$ cat src/rtl/safe_lock_controller.sv
// Keypad safe sequencer: code entry, comparison against a reprogrammable stored code,
// timed unlock and failed-attempt lockout. Keys are registered once before the FSM sees them.
module safe_lock_controller #(
    parameter int                    CODE_LEN       = 4,
    parameter logic [CODE_LEN*4-1:0] DEFAULT_CODE   = 16'h1234,
    parameter int                    MAX_FAILS      = 3,
    parameter int                    UNLOCK_CYCLES  = 500,
    parameter int                    LOCKOUT_CYCLES = 1000
) (
    input  logic       clk,
    input  logic       rst,
    input  logic [3:0] key_code,
    output logic       unlock,
    output logic       locked_out,
    output logic       error_pulse,
    output logic       prog_done,
    output logic [2:0] state_out,
    output logic [2:0] digit_count
);
    localparam int CW   = CODE_LEN * 4;
    localparam int TMAX = (UNLOCK_CYCLES > LOCKOUT_CYCLES) ? UNLOCK_CYCLES : LOCKOUT_CYCLES;
    localparam int TW   = (TMAX > 1) ? $clog2(TMAX) : 1;
    localparam int FW   = $clog2(MAX_FAILS + 1);

    localparam logic [TW-1:0] UNLOCK_LOAD  = TW'(UNLOCK_CYCLES - 1);
    localparam logic [TW-1:0] LOCKOUT_LOAD = TW'(LOCKOUT_CYCLES - 1);
    localparam logic [FW-1:0] FAIL_LIMIT   = FW'(MAX_FAILS);
    localparam logic [2:0]    FULL_COUNT   = 3'(CODE_LEN);

    typedef enum logic [2:0] {
        ST_IDLE    = 3'd0,
        ST_ENTRY   = 3'd1,
        ST_CHECK   = 3'd2,
        ST_OPEN    = 3'd3,
        ST_PROG    = 3'd4,
        ST_LOCKOUT = 3'd5
    } state_e;

    state_e        r_state, w_state_nxt;
    logic [3:0]    r_key;
    logic [CW-1:0] r_buf, w_buf_nxt, w_cap_buf;
    logic [CW-1:0] r_code, w_code_nxt;
    logic [2:0]    r_count, w_count_nxt, w_cap_count;
    logic          r_ovf, w_ovf_nxt, w_cap_ovf;
    logic [FW-1:0] r_fails, w_fails_nxt;
    logic [TW-1:0] r_timer, w_timer_nxt;
    logic          r_unlock, r_locked_out, r_err, r_done;
    logic          w_err_nxt, w_done_nxt;
    logic          w_is_digit, w_is_hash, w_is_star, w_match, w_prog_ok;

    assign w_is_digit = (r_key <= 4'd9);
    assign w_is_hash  = (r_key == 4'd10);
    assign w_is_star  = (r_key == 4'd11);
    assign w_prog_ok  = (r_count == FULL_COUNT) && !r_ovf;
    assign w_match    = w_prog_ok && (r_buf == r_code);

    // Result of accepting r_key as the next digit; shared by ENTRY, IDLE and PROG.
    always_comb begin
        w_cap_buf   = r_buf;
        w_cap_count = r_count;
        w_cap_ovf   = r_ovf;
        if (r_count < FULL_COUNT) begin
            for (int s = 0; s < CODE_LEN; s++) begin
                if (r_count == 3'(s)) w_cap_buf[(CODE_LEN-1-s)*4 +: 4] = r_key;
            end
            w_cap_count = r_count + 3'd1;
        end else begin
            w_cap_ovf = 1'b1;
        end
    end

    // NOTE: every signal driven here gets a default first, so no path can infer a latch.
    always_comb begin
        w_state_nxt = r_state;
        w_buf_nxt   = r_buf;
        w_count_nxt = r_count;
        w_ovf_nxt   = r_ovf;
        w_code_nxt  = r_code;
        w_fails_nxt = r_fails;
        w_timer_nxt = r_timer;
        w_err_nxt   = 1'b0;
        w_done_nxt  = 1'b0;

        case (r_state)
            ST_IDLE: begin
                if (w_is_digit) begin
                    w_buf_nxt   = w_cap_buf;
                    w_count_nxt = w_cap_count;
                    w_ovf_nxt   = w_cap_ovf;
                    w_state_nxt = ST_ENTRY;
                end
            end
            ST_ENTRY: begin
                if (w_is_digit) begin
                    w_buf_nxt   = w_cap_buf;
                    w_count_nxt = w_cap_count;
                    w_ovf_nxt   = w_cap_ovf;
                end else if (w_is_star) begin
                    w_buf_nxt   = '0;
                    w_count_nxt = '0;
                    w_ovf_nxt   = 1'b0;
                    w_state_nxt = ST_IDLE;
                end else if (w_is_hash) begin
                    w_state_nxt = ST_CHECK;
                end
            end
            ST_CHECK: begin
                w_buf_nxt   = '0;
                w_count_nxt = '0;
                w_ovf_nxt   = 1'b0;
                if (w_match) begin
                    w_fails_nxt = '0;
                    w_timer_nxt = UNLOCK_LOAD;
                    w_state_nxt = ST_OPEN;
                end else begin
                    w_err_nxt = 1'b1;
                    if (r_fails < FAIL_LIMIT) w_fails_nxt = r_fails + FW'(1);
                    if (r_fails >= FAIL_LIMIT - FW'(1)) begin
                        w_timer_nxt = LOCKOUT_LOAD;
                        w_state_nxt = ST_LOCKOUT;
                    end else begin
                        w_state_nxt = ST_IDLE;
                    end
                end
            end
            ST_OPEN: begin
                // Expiry takes priority over any key presented in the same cycle.
                if (r_timer == '0) begin
                    w_state_nxt = ST_IDLE;
                end else begin
                    w_timer_nxt = r_timer - TW'(1);
                    if (w_is_hash) begin
                        w_state_nxt = ST_IDLE;
                    end else if (w_is_star) begin
                        w_buf_nxt   = '0;
                        w_count_nxt = '0;
                        w_ovf_nxt   = 1'b0;
                        w_state_nxt = ST_PROG;
                    end
                end
            end
            ST_PROG: begin
                if (w_is_digit) begin
                    w_buf_nxt   = w_cap_buf;
                    w_count_nxt = w_cap_count;
                    w_ovf_nxt   = w_cap_ovf;
                end else if (w_is_hash || w_is_star) begin
                    w_buf_nxt   = '0;
                    w_count_nxt = '0;
                    w_ovf_nxt   = 1'b0;
                    if (w_is_hash && w_prog_ok) begin
                        w_code_nxt  = r_buf;
                        w_done_nxt  = 1'b1;
                        w_state_nxt = ST_IDLE;
                    end else begin
                        w_err_nxt   = w_is_hash;
                        w_timer_nxt = UNLOCK_LOAD;
                        w_state_nxt = ST_OPEN;
                    end
                end
            end
            ST_LOCKOUT: begin
                if (r_timer == '0) begin
                    w_fails_nxt = '0;
                    w_state_nxt = ST_IDLE;
                end else begin
                    w_timer_nxt = r_timer - TW'(1);
                end
            end
            default: begin
                w_buf_nxt   = '0;
                w_count_nxt = '0;
                w_ovf_nxt   = 1'b0;
                w_state_nxt = ST_IDLE;
            end
        endcase
    end

    // NOTE: the stored code is a state register with a reset value, so reset restores DEFAULT_CODE.
    always_ff @(posedge clk or negedge rst) begin
        if (!rst) begin
            r_state      <= ST_IDLE;
            r_key        <= 4'd13;
            r_buf        <= '0;
            r_code       <= DEFAULT_CODE;
            r_count      <= '0;
            r_ovf        <= 1'b0;
            r_fails      <= '0;
            r_timer      <= '0;
            r_unlock     <= 1'b0;
            r_locked_out <= 1'b0;
            r_err        <= 1'b0;
            r_done       <= 1'b0;
        end else begin
            r_state      <= w_state_nxt;
            r_key        <= key_code;
            r_buf        <= w_buf_nxt;
            r_code       <= w_code_nxt;
            r_count      <= w_count_nxt;
            r_ovf        <= w_ovf_nxt;
            r_fails      <= w_fails_nxt;
            r_timer      <= w_timer_nxt;
            r_unlock     <= (w_state_nxt == ST_OPEN) || (w_state_nxt == ST_PROG);
            r_locked_out <= (w_state_nxt == ST_LOCKOUT);
            r_err        <= w_err_nxt;
            r_done       <= w_done_nxt;
        end
    end

    assign unlock      = r_unlock;
    assign locked_out  = r_locked_out;
    assign error_pulse = r_err;
    assign prog_done   = r_done;
    assign state_out   = r_state;
    assign digit_count = r_count;
endmodule

$ cat config.mk
export PLATFORM = sky130hd
export DESIGN_NAME = safe_lock_controller
export DESIGN_NICKNAME = d
export VERILOG_FILES = /design/src/rtl/safe_lock_controller.sv
export SDC_FILE = /design/constraint.sdc
export NUM_CORES = 1
export LEC_CHECK = 0
export BUFFER_PORTS_ARGS = -buffer_cell sky130_fd_sc_hd__buf_2
export CAP_MARGIN = 40
export CORE_AREA = 2 2 59 117
export DETAILED_ROUTE_END_ITERATION = 16
export DIE_AREA = 0 0 61 119
export GPL_TIMING_DRIVEN = 0
export HOLD_SLACK_MARGIN = 0.06
export PLACE_DENSITY = 0.73
export SYNTH_ARGS = -nofsm -noshare
export SYNTH_HDL_FRONTEND = slang
export SYNTH_SLANG_ARGS = --single-unit
$ cat constraint.sdc
create_clock -name clk -period 2.6 [get_ports clk]
set_input_delay 0.13 -clock clk [delete_from_list [all_inputs] [get_ports clk]]
set_output_delay 0.13 -clock clk [all_outputs]
set_load 0.02 [all_outputs]
# Word level (Yosys, flattened, before mapping)
# Cells that the tools add are included.
# classes
order_cmp	4
add_sub_neg	3
n_eq_ne	26
n_reduce_logical	16
bitwise_logic	2
mux	65
# op_table
operator	n
two-way mux 16 bit	8
case mux 16 bit (5 select lines)	1
two-way mux 10 bit	6
two-way mux 3 bit	20
case mux 10 bit (3 select lines)	1
case mux 3 bit (6 select lines)	1
equality test 16 bit	1
two-way mux 1 bit	16
two-way mux 4 bit	4
!= test 2 bit (second input constant)	8
equality test 3 x 2 -> 1 bit (second input constant)	5
equality test 3 bit (second input constant)	5
case mux 3 bit (5 select lines)	1
zero test 10 bit	1
subtractor 10 x 1 -> 10 bit (second input constant)	1
!= test 3 bit (second input constant)	3
equality test 4 bit (second input constant)	2
two-way mux 2 bit	4
equality test 3 x 1 -> 1 bit (second input constant)	2
zero test 3 bit	2
AND reduction 6 bit	1
case mux 1 bit (5 select lines)	1
AND reduction 5 bit	1
less-or-equal comparator 4 bit (second input constant)	1
other kinds (16)	20
# totals
regBits	59
input_bits	6

# Longest topological paths before layout
# Gate-level depths: netlist of run 1.
# logic_depth
word_depth	9
ltp_mapped	9

# Worst setup path before layout of run 1
# OpenSTA, ideal clock, no wires.
# synth_timing
path_kind	reg2reg
start	register r_count[0] (netlist: digit_count[0])
end	register r_timer[1]
stages_incl_launch_ff	8
path_buffers	0
path_slack_ns	0.537
period_less_slack_ns	2.063
arrival_ns	1.936
path_cell_list	dfrtp_1 inv_1 ha_1 nand3b_1 o21ai_1 a221oi_4 nor2b_2 mux2_1
# synth_between
elab_chain_cells	5
word_cells_on_any_way	9
classes_between	eq/ne: 3; mux: 2; reduce/logical: 4
# synth_lines
element	line_no	text
from (decl)	43	logic [2:0] r_count, w_count_nxt, w_cap_count;
from (signal assigned)	199	r_count <= w_count_nxt;
equality test 3 bit (*)	54	assign w_prog_ok = (r_count == FULL_COUNT) && !r_ovf;
logical AND 1 bit (*)	54	
logical AND 1 bit, on equally long branches	55, 151	
!= test 3 bit (no source line) (tied with other cells)	--	
AND reduction 6 bit (no source line) / case mux 10 bit (3 select lines) (equally long branches)	--	
to (signal assigned)	202	r_timer <= w_timer_nxt;
to (decl)	46	logic [TW-1:0] r_timer, w_timer_nxt;
# Mark *: on every way between the ends. The rest lies on a longest branch, timed or not.
# A chain may end at the register's enable or synchronous reset.

# Worst setup path in the final report of run 1
# layout_timing
start	register r_code[4]
end	register r_timer[1]
# layout_between
elab_chain_cells	4
word_cells_on_any_way	6
classes_between	eq/ne: 2; mux: 2; reduce/logical: 2
# layout_lines
element	line_no	text
from (decl)	42	logic [CW-1:0] r_code, w_code_nxt;
from (signal assigned)	198	r_code <= w_code_nxt;
equality test 16 bit (*)	55	assign w_match = w_prog_ok && (r_buf == r_code);
logical AND 1 bit (*)	55	
!= test 3 bit (no source line) / two-way mux 10 bit (equally long branches)	--	
AND reduction 6 bit (no source line) / case mux 10 bit (3 select lines) (equally long branches)	--	
# Marks and branches as above.

==> implementation parameters, run 1 <==
Parameter                              Value

Outcome
  Run status    completed

Power and ir drop
  Post-route total power    3.98 mW
  Leakage Power    1.65 nW
  Pwr per Cell Area    about 1100 mW/mm^2
  Peak supply drop    between 0.6 and 0.7 mV

Clock tree
  Total clock buffers created by CTS    9
  Clock sink count    about 60
  Maximum number of buffers from clock root to sink    2
  Post-CTS clock slew at the launch and capture registers of the worst setup and hold paths    approximately 0.050 ns
  Number of gates resized after CTS    0
  Source-to-sink clock delay at the later pin of the worst-skew pair    0.32 ns
  CTS tree    built
  Cell at the root of the clock tree    sky130_fd_sc_hd__clkbuf_16
  Maximum level of the CTS H-tree    3
  Number of setup buffers added after CTS    0

Floorplanning
  Core area    0.00646 mm^2
  Number of top-level pins    16
  Placement Rows    42
  Total die area    between 0.007 and 0.008 mm^2
  Height of the die    approximately 120 um
  Effective utilization at floorplan    48.0%
  Die width    roughly 60 um

Logic synthesis
  Number of synthesized flops with an enable pin    0
  Cell taking the most area after synthesis    sky130_fd_sc_hd__dfrtp_1
  Post-synth top area share    a little over 40%
  Most instantiated flip-flop cell in the synthesis netlist    sky130_fd_sc_hd__dfrtp_1
  Proportion of synthesized chip area in sequential cells    around 48%
  Area of the mapped netlist    0.00310 mm^2
  Share of synthesized registers carrying an async set or reset    100%
  Syn_nets    292
  Yosys warning count    0
  Yosys cell types    60
  Number of standard cells after synthesis    roughly 280
  Cells taking the most area after synthesis    sky130_fd_sc_hd__dfrtp_1 (41%), sky130_fd_sc_hd__dfstp_2 (6.8%), sky130_fd_sc_hd__mux2_4 (4.4%), sky130_fd_sc_hd__xnor2_1 (4.2%), sky130_fd_sc_hd__a32o_1 (3.9%)
  Per-instance average area after synthesis    between 10 and 15 um^2
  Number of synthesized register bits    59

Timing
  Min Tclk post-route    roughly 2.3 ns
  Final worst path period share    between 80% and 90%
  Slew of the pin with the lowest slew margin    slightly below 0.7 ns
  Hold Vio Cnt, Final    0
  Worst path setup slack after routing    0.277 ns
  Max Slew Vio Count    0
  Slew HR    between 50% and 60%
  Final setup violating endpoints    0
  Highest achievable clock rate    0.431 GHz
  Worst hold margin    approximately 0.36 ns
  Unrepaired setup endpoints after global routing    no
  Fin Setup TNS    0 ns
  Clock skew    between 0.006 and 0.007 ns

Global route
  Total gr overflow    0
  Global routing usage summed across all routing layers    roughly a fifth
  Maximum number of pins on one net before global-route repair    35
  Antenna violations before repair    0
  Wire length of the first global-routing pass    around 11 mm
  Via count of the first global-routing pass    between 2000 and 2500

Setup path
  Required time at the worst-slack endpoint    between 2 and 3 ns
  Kind of end point of the critical path    flop
  Type of the worst setup path    reg -> reg
  Peak fanout along the critical path    5
  Register-to-register path setup slack    0.28 ns
  Cell-by-cell trace of the critical path    xnor2_1, nand4_1, nor4_1, a21oi_2, nor2b_2, mux2_1
  Worst path max stage delay    between 0.6 and 0.7 ns
  Startpoint class of the critical path    flop
  Crit-path slowest cell    sky130_fd_sc_hd__nor4_1
  Critical Path AT    around 2.5 ns

Cells and area
  Non-filler cells in the finished layout    404
  Total inserted antenna cells    0
  End-of-flow core utilization    between 50% and 60%
  Net count, final    between 300 and 400
  Synthesis-to-layout area growth    17.7%
  Area of all placed cells without fillers    0.00365 mm^2
  Fraction of layout cells with a size suffix above 1    22.8%
  Fill cell total of the finished layout    approximately 560

Routing
  Mean routed wirelength per cell    approximately 15 um
  Via/cell ratio    between 5 and 6
  Final Routed Wirelength    6.09 mm
  Vias post-DR    about 2200
  Routed Antenna Nets    0
  # DRC    0
  Iteration count of the initial detailed-routing pass    4
  First DRT Iteration DRCs    170

Flow run
  Max cap viols    0

Place
  Placed cell count    between 300 and 400
  Pre-CTS setup slack    around 0.27 ns
  Total of buffers placed on input and output ports    15
  Post-DP HPWL    between 4 and 5 mm
  Post-detailed-placement cell area    ~0.0033 mm^2
  Global placement routability congestion    between 0.8 and 0.9

Hold path
  Min-delay worst type    in -> async
-- report_power, final --
part	leakage, nW	internal [mW]	switching [mW]	total, mW
clock network	0.141	0.736	0.404	1.14
logic	0.773	0.630	0.819	1.45
registers	0.741	1.17	0.221	1.39
-- worst max-delay path, delay by kind of cell (launching register included) --
| family | cells | cell delay, ns |
|---|---|---|
| xor gates and xnor gates | 1 | 0.12 |
| muxes | 1 | 0.34 |
| AOI/OAI and AO/OA | 1 | 0.22 |
| DFF | 1 | 0.53 |
| and+or+nand+nor | 3 | 1.00 |
-- layout by cell type, fill, tap and decap left out, types with 12 or more instances in the layout --
master                    count
sky130_fd_sc_hd__xnor2_1     15
sky130_fd_sc_hd__nand2_1     14
sky130_fd_sc_hd__o21ai_0     19
sky130_fd_sc_hd__nor2_1      17
sky130_fd_sc_hd__dfrtp_1     51
sky130_fd_sc_hd__a32o_1      12
sky130_fd_sc_hd__buf_2       20
-- cell usage after synthesis (all sizes together) (2+ instances only) --
library cell,count
a21o,2
a21oi,10
a22o,5
a31oi,4
a32o,12
and2,5
and3,2
buf,10
clkbuf,2
dfrtp,51
dfstp,8
ha,7
inv,9
mux2,19
nand2,14
nand2b,9
nand3,3
nand3b,2
nand4,3
nor2,18
nor2b,6
nor3,7
nor3b,2
nor4,2
o21a,4
o21ai,25
o22ai,2
xnor2,15
-- worst paths after layout --
path,cells past startpoint,to,startpoint
max,6,r_timer[1]$_DFFE_PN0P_,r_code[4]$_DFFE_PN1P_
min in group clk,2,r_key[2]$_DFF_PN1_,key_code[2]
min reg2reg,1,r_code[0]$_DFFE_PN0P_,r_code[0]$_DFFE_PN0P_
max in group asynchronous,3,r_key[0]$_DFF_PN1_,rst
max reg2reg,6,r_timer[1]$_DFFE_PN0P_,r_code[4]$_DFFE_PN1P_
min,2,r_code[7]$_DFFE_PN0P_,rst
-- sequential cells by signal, indices dropped and copies added (netlist names) --
signal	flops
r_buf	16
r_code	16
r_timer	10
r_key	4
digit_count	3
state_out	3
r_fails	2
error_pulse	1
locked_out	1
prog_done	1
r_ovf	1
unlock	1
-- final cells by class --
class / instances / area [um^2] / share of cell area (%)
Tap cell: 88 / 110 / 3.02
Timing Repair Buffer: 21 / 145 / 3.98
Clock buffer: 9 / 225 / 6.17
Multi-Input combinational cell: 199 / 1500 / 41.1
Inverter: 9 / 33.8 / 0.926
Sequential cell: 59 / 1490 / 40.7
Clock inverter: 7 / 68.8 / 1.89
Buffer: 12 / 81.3 / 2.23
-- cells by family (layout without fill, tap and decap cells) --
kind of cell / Yosys count / in the layout / synth area share [%]
and+or+nand+nor: 79 / 79 / 14.6
AOI/OAI and AO/OA: 76 / 76 / 17.7
DFF: 59 / 59 / 47.9
buffers and inverters: 21 / 58 / 3.71
muxes: 20 / 20 / 8.31
xor gates and xnor gates: 16 / 16 / 4.52
adders and majority gates: 8 / 8 / 3.19
-- what timing repair did --
| action | in CTS | in global routing |
|---|---|---|
| endpoints found under the hold margin | 27 | 0 |
| setup endpoints to repair | 0 | 0 |
| hold buffers | 5 | 0 |
-- per-layer routing --
| layer | global-route usage (%) | up-vias | part of all wire, % |
|---|---|---|---|
| li1 | - | 1084 | - |
| met1 | 27.5 | 1100 | 47 |
| met2 | 29.2 | 45 | 48 |
| met3 | 5.97 | 9 | 3.4 |
| met4 | 6.93 | 0 | 1.7 |
| met5 | 0 | - | 0 |
(Power assumes the default switching activity.)
==> run 2, diff against run 1 <==
Settings changed: RECOVER_POWER set to 50.
==> run 2 against run 1 <==
Flip-flop and latch count did not move. First-iteration DRC count fell by 0.59%. Non-clock buffer count did not move. Largest power group unchanged. Register-to-register slack barely moved. Critical path depth did not move. Critical endpoint unchanged. Fmax barely moved. Combinational power barely moved.
==> implementation parameters, run 2 (synthesis results as in run 1) <==
Parameter                              Value

Clock tree
  Cell at the root of the clock tree    sky130_fd_sc_hd__clkbuf_16
  CTS tree    built
  Number of gates resized after CTS    0 (unchanged)
  Post-CTS clock slew at the launch and capture registers of the worst setup and hold paths    0.05 ns (about the same)
  Source-to-sink clock delay at the later pin of the worst-skew pair    0.32 ns (about the same)
  Clock sink count    59 (unchanged)
  Total clock buffers created by CTS    9 (unchanged)
  Maximum level of the CTS H-tree    3 (unchanged)
  Maximum number of buffers from clock root to sink    2 (unchanged)

Timing
  Worst path setup slack after routing    0.278 ns (+0.000101 ns)
  Final worst path period share    89.3% (about the same)
  Final setup violating endpoints    0 (unchanged)
  Highest achievable clock rate    0.431 GHz (about the same)
  Max Slew Vio Count    0 (unchanged)
  Slew HR    1.87% (-51 points)
  Min Tclk post-route    2.32 ns (-0.000101 ns)
  Unrepaired setup endpoints after global routing    no
  Fin Setup TNS    0 ns (unchanged)
  Worst hold margin    0.451 ns (+0.0961 ns)
  Hold Vio Cnt, Final    0 (unchanged)
  Clock skew    0.00654 ns (+0.00000106 ns)
  Slew of the pin with the lowest slew margin    1.47 ns (+0.777 ns)

Cells and area
  Non-filler cells in the finished layout    404 (unchanged)
  Most common library cell in the layout ignoring fill and taps    sky130_fd_sc_hd__dfrtp_1
  Fraction of layout cells with a size suffix above 1    19.3% (-3.5 points)
  End-of-flow core utilization    56.3% (-0.21 points)
  Area of all placed cells without fillers    0.00364 mm^2 (-0.38%)
  Leading cell types in the layout, fill and taps excluded    sky130_fd_sc_hd__dfrtp_1 (51), sky130_fd_sc_hd__o21ai_0 (19), sky130_fd_sc_hd__nor2_1 (17), sky130_fd_sc_hd__xnor2_1 (15), sky130_fd_sc_hd__nand2_1 (14)
  Top Registers    r_buf: 16 flops, r_code: 16 flops, r_timer: 10 flops
  Net count, final    324 (unchanged)
  Total inserted antenna cells    0 (unchanged)
  Synthesis-to-layout area growth    17.3%

Floorplanning
  Number of top-level pins    16 (unchanged)
  Total die area    0.00726 mm^2 (unchanged)
  Height of the die    119 um (unchanged)
  Core area    0.00646 mm^2 (unchanged)
  Die width    61 um (unchanged)
  Effective utilization at floorplan    48.0% (unchanged)
  Placement Rows    42 (unchanged)

Hold path
  Hold Path Stages    2
  Min-delay worst type    in -> reg
  Worst Hold Path EP    r_key[2]$_DFF_PN1_
  Hold Crit Start    key_code[2]

Power and ir drop
  Power share of the combinational group    36.2% (-0.2 points)
  Peak supply drop    0.602 mV (-0.64%)
  Internal power    2.52 mW (-0.52%)
  Post-route total power    3.96 mW (-0.33%)
  Proportion of power drawn by flip-flops and latches    35.0% (about the same)
  Leakage Power    1.61 nW (-2.4%)
  Switching power    1.44 mW (about the same)
  Net switching share of the total power    36.4% (+0.12 points)
  Pwr per Cell Area    1090 mW/mm^2 (about the same)
  Clock Power Share    28.8% (about the same)

Setup path
  Worst r2r src    r_code[4]$_DFFE_PN1P_
  Largest delay share family, worst path    simple AND/OR/NAND/NOR gates
  Startpoint class of the critical path    flop
  Required time at the worst-slack endpoint    2.81 ns (about the same)
  Worst path max stage delay    0.64 ns (about the same)
  Buffer and inverter count on the worst path    0 (unchanged)
  Type of the worst setup path    reg -> reg
  Critical R2R Capture    r_timer[1]$_DFFE_PN0P_
  Kind of end point of the critical path    flop
  Crit-path slowest cell    sky130_fd_sc_hd__nor4_1
  Cell-by-cell trace of the critical path    xnor2_1, nand4_1, nor4_1, a21oi_2, nor2b_2, mux2_1
  Critical Path AT    2.53 ns (about the same)
  Register-to-register path setup slack    0.28 ns (about the same)
  Number of cell instances on the worst register-to-register path    6 (unchanged)
  Peak fanout along the critical path    5 (unchanged)

Routing
  Via/cell ratio    5.55 (+0.22%)
  First DRT Iteration DRCs    169 (-0.59%)
  Vias post-DR    2243 (+0.22%)
  Final Routed Wirelength    6.08 mm (-0.16%)
  Routed Antenna Nets    0 (unchanged)
  Iteration count of the initial detailed-routing pass    4 (unchanged)
  # DRC    0 (unchanged)
  Mean routed wirelength per cell    15.0 um (-0.16%)

Global route
  Via count of the first global-routing pass    2250 (unchanged)
  Antenna violations before repair    0 (unchanged)
  Maximum number of pins on one net before global-route repair    35 (unchanged)
  Wire length of the first global-routing pass    10.8 mm (unchanged)
  Total gr overflow    0 (unchanged)
  Global routing usage summed across all routing layers    19.9% (unchanged)

Outcome
  Run status    completed

Place
  Total of buffers placed on input and output ports    15 (unchanged)
  Post-detailed-placement cell area    0.00331 mm^2 (unchanged)
  Placed cell count    383 (unchanged)
  Global placement routability congestion    0.853 (unchanged)
  Post-DP HPWL    4.26 mm (unchanged)
  Pre-CTS setup slack    0.273 ns (unchanged)

Flow run
  Max cap viols    0 (unchanged)
[run 2: cell types whose count changed in the layout (fill, tap and decap cells not counted)]
cell                       previous run  this run
sky130_fd_sc_hd__buf_2               20         9
sky130_fd_sc_hd__clkbuf_1             2        13
[run 2: cell type report]
| class | count | area (um^2) |
|---|---|---|
| multi-input cells | 199 | 1500 |
| plain buffers | 12 | 81.3 |
| flip-flops and latches | 59 | 1490 |
| well taps | 88 | 110 |
| inverters | 9 | 33.8 |
| clock buffers | 9 | 225 |
| repair buffers | 21 | 131 |
| fillers | 565 | 2830 |
| clock inverters | 7 | 68.8 |
[run 2: worst reg2reg max path: cells and delay by family (launching register included)]
kind | cells | cell delay (ns)
xor+xnor | 1 | 0.12
flops | 1 | 0.53
compound gates | 1 | 0.22
simple gates | 3 | 1.00
mux | 1 | 0.34
[run 2: routing by layer]
metal / global-route usage (%) / wire length [um] / up-vias
met4: 6.93 / 103 / 0
met5: 0 / 0 / -
met3: 5.97 / 210 / 9
met2: 29.2 / 2920 / 47
li1: - / - / 1085
met1: 27.5 / 2840 / 1102
[run 2: repair_timing]
item | CTS | global route
hold endpoints to repair | 27 | 0
hold buffers | 5 | 0
buffers inserted | 0 | 0
[run 2: power by group through the flow]
stage	clock network, mW	logic, mW	registers, mW
detailed placement	0	1.43	1.40
global route	1.21	1.62	1.42
global placement	0	1.37	1.38
finish	1.14	1.44	1.39
floorplan	0	1.06	1.40
CTS	1.16	1.45	1.39
[run 2: how the worst max path moves through the flow]
stage,end,startpoint,depth (start not counted),slack (ns)
3_5_place_dp,r_timer[1]$_DFFE_PN0P_,r_code[4]$_DFFE_PN1P_,6,0.27
6_report,r_timer[1]$_DFFE_PN0P_,r_code[4]$_DFFE_PN1P_,6,0.28
3_3_place_gp,r_timer[1]$_DFFE_PN0P_,r_code[5]$_DFFE_PN1P_,6,0.33
2_1_floorplan,r_timer[1]$_DFFE_PN0P_,digit_count[0]$_DFFE_PN0P_,7,0.54
4_1_cts,r_timer[1]$_DFFE_PN0P_,r_code[4]$_DFFE_PN1P_,6,0.26
5_1_grt,r_timer[2]$_DFFE_PN0P_,r_code[4]$_DFFE_PN1P_,6,0.08
==> run 3, diff against run 2 <==
Settings changed: ABC_AREA set to 1, CORE_AREA 2 2 59 117 to 2 2 62 122, DIE_AREA 0 0 61 119 to 0 0 64 124, PLACE_DENSITY 0.73 to 0.72.
==> run 3 against run 2 <==
First-iteration DRC count shrank 11%. Utilization grew 0.61 points. Sequential share of layout area shrank 3.2 points. Largest power group unchanged. Clock-buffer cell count grew 3. Sequential power is essentially flat. Cell count grew 38%. Fmax grew 6.9%. Final area grew 8.5%. Worst hold slack lost 0.012 ns. Largest cell class unchanged. Synthesized cell count grew 54%.
==> implementation parameters, run 3 <==
Parameter                              Value

Global route
  Fraction of met3 tracks used by global routing    3.88% (-2.1 points)
  Total gr overflow    0 (unchanged)
  Via count of the first global-routing pass    2781 (+24%)
  Maximum number of pins on one net before global-route repair    38 (+8.6%)
  Antenna violations before repair    0 (unchanged)
  Met2 capacity usage during global routing    38.6% (+9.4 points)
  Global route hottest layer    met2
  Wire length of the first global-routing pass    12.7 mm (+18%)
  Global-route track usage on met1    21.4% (-6.1 points)
  Global routing usage summed across all routing layers    21.0% (+1.1 points)

Logic synthesis
  Yosys warning count    0 (unchanged)
  Number of synthesized register bits    59 (unchanged)
  Mux cell area share after synthesis    0% (-8.3 points)
  Most instantiated flip-flop cell in the synthesis netlist    sky130_fd_sc_hd__dfrtp_1
  Most frequent cell after synthesis    sky130_fd_sc_hd__nand2_1
  Post-synthesis compound-gate area fraction    15.0% (-2.7 points)
  Cells taking the most area after synthesis    sky130_fd_sc_hd__dfrtp_1 (38%), sky130_fd_sc_hd__nand2_1 (14%), sky130_fd_sc_hd__o21ai_0 (6.5%), sky130_fd_sc_hd__dfstp_2 (6.2%), sky130_fd_sc_hd__inv_1 (6.0%)
  Area of the mapped netlist    0.00337 mm^2 (+8.6%)
  Share of synthesized registers carrying an async set or reset    100% (unchanged)
  Per-instance average area after synthesis    7.85 um^2 (-29%)
  Cell taking the most area after synthesis    sky130_fd_sc_hd__dfrtp_1
  Area fraction in and, or, nand and nor cells after synthesis    26.9% (+12 points)
  Number of standard cells after synthesis    429 (+54%)
  Parity-gate share of the synthesized area counting xor and xnor cells    3.38% (-1.1 points)
  Post-synth top cells    sky130_fd_sc_hd__nand2_1 (124), sky130_fd_sc_hd__inv_1 (54), sky130_fd_sc_hd__dfrtp_1 (51)
  Syn_nets    442 (+51%)
  Post-synth top area share    37.9% (-3.3 points)
  Proportion of synthesized chip area in sequential cells    44.1% (-3.8 points)
  Number of synthesized flops with an enable pin    0 (unchanged)
  Yosys cell types    34 (-43%)
  Arithmetic-cell share of the synthesized area counting full adders, half adders and majority gates    2.60% (-0.59 points)
  Largest family of logic cells by synthesized area    simple AND/OR/NAND/NOR gates

Routing
  Routed Antenna Nets    0 (unchanged)
  Vias post-DR    2894 (+29%)
  Via/cell ratio    5.21 (-6.2%)
  Iteration count of the initial detailed-routing pass    4 (unchanged)
  First DRT Iteration DRCs    151 (-11%)
  # DRC    0 (unchanged)
  Final Routed Wirelength    7.63 mm (+26%)
  Mean routed wirelength per cell    13.7 um (-8.7%)

Power and ir drop
  Proportion of power drawn by flip-flops and latches    27.9% (-7.1 points)
  Internal power    2.93 mW (+16%)
  Net switching share of the total power    42.0% (+5.6 points)
  Power share of the combinational group    46.4% (+10 points)
  Leakage Power    1.92 nW (+19%)
  Pwr per Cell Area    1280 mW/mm^2 (+17%)
  Peak supply drop    0.585 mV (-2.8%)
  Clock Power Share    25.7% (-3.1 points)
  Switching power    2.12 mW (+47%)

Cells and area
  Net count, final    474 (+46%)
  Non-filler cells in the finished layout    556 (+38%)
  Area of all placed cells without fillers    0.00395 mm^2 (+8.5%)
  Fraction of layout cells with a size suffix above 1    16.3% (-3.0 points)
  Top Registers    r_buf: 16 flops, r_code: 16 flops, r_timer: 10 flops
  Synthesis-to-layout area growth    17.2% (about the same)
  Total inserted antenna cells    0 (unchanged)
  Most common library cell in the layout ignoring fill and taps    sky130_fd_sc_hd__nand2_1
  Leading cell types in the layout, fill and taps excluded    sky130_fd_sc_hd__nand2_1 (124), sky130_fd_sc_hd__inv_1 (54), sky130_fd_sc_hd__dfrtp_1 (51), sky130_fd_sc_hd__o21ai_0 (44), sky130_fd_sc_hd__nor2_1 (34)

Setup path
  Worst path max stage delay    0.42 ns (-0.22 ns)
  Worst r2r src    digit_count[0]$_DFFE_PN0P_
  Number of cell instances on the worst register-to-register path    12 (+6)
  Type of the worst setup path    reg -> reg
  Critical R2R Capture    r_timer[2]$_DFFE_PN0P_
  Kind of end point of the critical path    flop
  Most common cell on crit path    sky130_fd_sc_hd__nand2_1
  Register-to-register path setup slack    0.43 ns (+0.15 ns)
  Critical Path AT    2.39 ns (-0.14 ns)
  Crit-path slowest cell    sky130_fd_sc_hd__dfrtp_1
  Required time at the worst-slack endpoint    2.82 ns (about the same)
  Peak fanout along the critical path    10 (+5)
  Cell-by-cell trace of the critical path    inv_1, ha_1, nand2_1, nor2_1, nand3_1, nor2_1, nand3_2, nand3_1, nand2_2, buf_6, nand2_1, nand2_1
  Startpoint class of the critical path    flop

Timing
  Hold Vio Cnt, Final    0 (unchanged)
  Unrepaired setup endpoints after global routing    no
  Final worst path period share    83.6% (-5.8 points)
  Slew HR    12.1% (+10 points)
  Max Slew Vio Count    0 (unchanged)
  Final setup violating endpoints    0 (unchanged)
  Highest achievable clock rate    0.460 GHz (+6.9%)
  Fin Setup TNS    0 ns (unchanged)
  Worst path setup slack after routing    0.428 ns (+0.150 ns)
  Min Tclk post-route    2.17 ns (-0.150 ns)
  Clock skew    0.00561 ns (-0.000929 ns)
  Slew of the pin with the lowest slew margin    1.32 ns (-0.154 ns)

Place
  Pre-CTS setup slack    0.418 ns (+0.145 ns)
  Placed cell count    535 (+40%)
  Post-DP HPWL    5.53 mm (+30%)
  Post-detailed-placement cell area    0.00357 mm^2 (+8.1%)
  Global placement routability congestion    0.817 (-4.2%)
  Total of buffers placed on input and output ports    15 (unchanged)

Clock tree
  Maximum level of the CTS H-tree    3 (unchanged)
  Source-to-sink clock delay at the later pin of the worst-skew pair    0.33 ns (about the same)
  CTS tree    built
  Number of setup buffers added after CTS    0 (unchanged)
  Maximum number of buffers from clock root to sink    2 (unchanged)
  Cell at the root of the clock tree    sky130_fd_sc_hd__clkbuf_16
  Post-CTS clock slew at the launch and capture registers of the worst setup and hold paths    0.05 ns (about the same)
  Total clock buffers created by CTS    9 (unchanged)
  Clock sink count    59 (unchanged)

Hold path
  Hold Crit Start    key_code[3]
  Worst Hold Path EP    r_key[3]$_DFF_PN1_
  Min-delay worst type    in -> reg
  Hold Path Stages    2 (unchanged)

Flow run
  Max cap viols    0 (unchanged)

Floorplanning
  Core area    0.00694 mm^2 (+7.4%)
  Total die area    0.00794 mm^2 (+9.3%)
  Placement Rows    43 (+2.4%)
  Die width    64 um (+4.9%)
  Height of the die    124 um (+4.2%)
  Effective utilization at floorplan    48.5% (+0.55 points)
  Number of top-level pins    16 (unchanged)

Outcome
  Run status    completed
-- run 3: changes by cell type after synthesis, sizes merged, moves of 11 or more --
cell / change
a32o: -12
inv: +50
mux2: -19
nand2: +115
nand3: +29
nor2: +19
o21ai: +29
o22ai: +11
-- run 3: timing repair --
action,CTS,global route
hold buffers,5,0
endpoints found under the setup margin,0,0
endpoints found under the hold margin,22,0
gates resized for setup,0,0
-- run 3: worst max-delay path by stage --
stage                                          start                      to
after CTS                 digit_count[0]$_DFFE_PN0P_  r_timer[6]$_DFFE_PN0P_
after global routing      digit_count[0]$_DFFE_PN0P_  r_timer[9]$_DFFE_PN0P_
after detailed placement  digit_count[0]$_DFFE_PN0P_  r_timer[6]$_DFFE_PN0P_
after floorplan           digit_count[0]$_DFFE_PN0P_  r_timer[2]$_DFFE_PN0P_
final                     digit_count[0]$_DFFE_PN0P_  r_timer[2]$_DFFE_PN0P_
after global placement    digit_count[0]$_DFFE_PN0P_  r_timer[7]$_DFFE_PN0P_
-- run 3: area by class of cell --
type / instances / area (um^2)
plain buffers: 7 / 42.5
clock buffers: 12 / 256
clock inverters: 4 / 72.6
fillers: 637 / 2990
inverters: 59 / 224
multi-input cells: 304 / 1610
flip-flops and latches: 59 / 1490
well taps: 90 / 113
repair buffers: 21 / 138
-- run 3: kinds of logic (layout without fill, tap and decap cells) --
logic type,after synthesis,count (layout)
buffers and inverters,66,103
flip-flops,59,59
AND/OR/NAND/NOR,206,206
adder cells (fa/ha/maj),7,7
AO/OA/AOI/OAI,78,78
XOR/XNOR,13,13
-- run 3: layer usage --
layer / wire length, um / vias up
met5: 0 / -
met4: 293 / 0
met3: 211 / 22
met2: 4270 / 53
met1: 2860 / 1382
li1: - / 1437
-- run 3: metrics by stage --
stage / power [mW] / utilization [%] / hold WS [ns]
detailed placement: 3.76 / 51.5 / 0.150
finish: 5.05 / 56.9 / 0.439
global placement: 3.67 / 51.2 / 0.236
CTS: 5.08 / 57.0 / 0.336
floorplan: 3.22 / - / -0.166
global route: 5.46 / 56.9 / 0.453
-- run 3: power groups by stage --
stage               clock network [mW]  registers, mW  logic, mW
floorplan                            0           1.44       1.78
global route                      1.35           1.45       2.66
CTS                               1.31           1.41       2.36
global placement                     0           1.41       2.26
detailed placement                   0           1.42       2.34
finish                            1.30           1.41       2.34
-- run 3: worst max-delay path: cells and delay by family, from the launching register on --
family / cells / cell delay [ns]
AND/OR/NAND/NOR: 9 / 1.14
flip-flops: 1 / 0.42
buffers and inverters: 2 / 0.30
adder cells (fa/ha/maj): 1 / 0.19
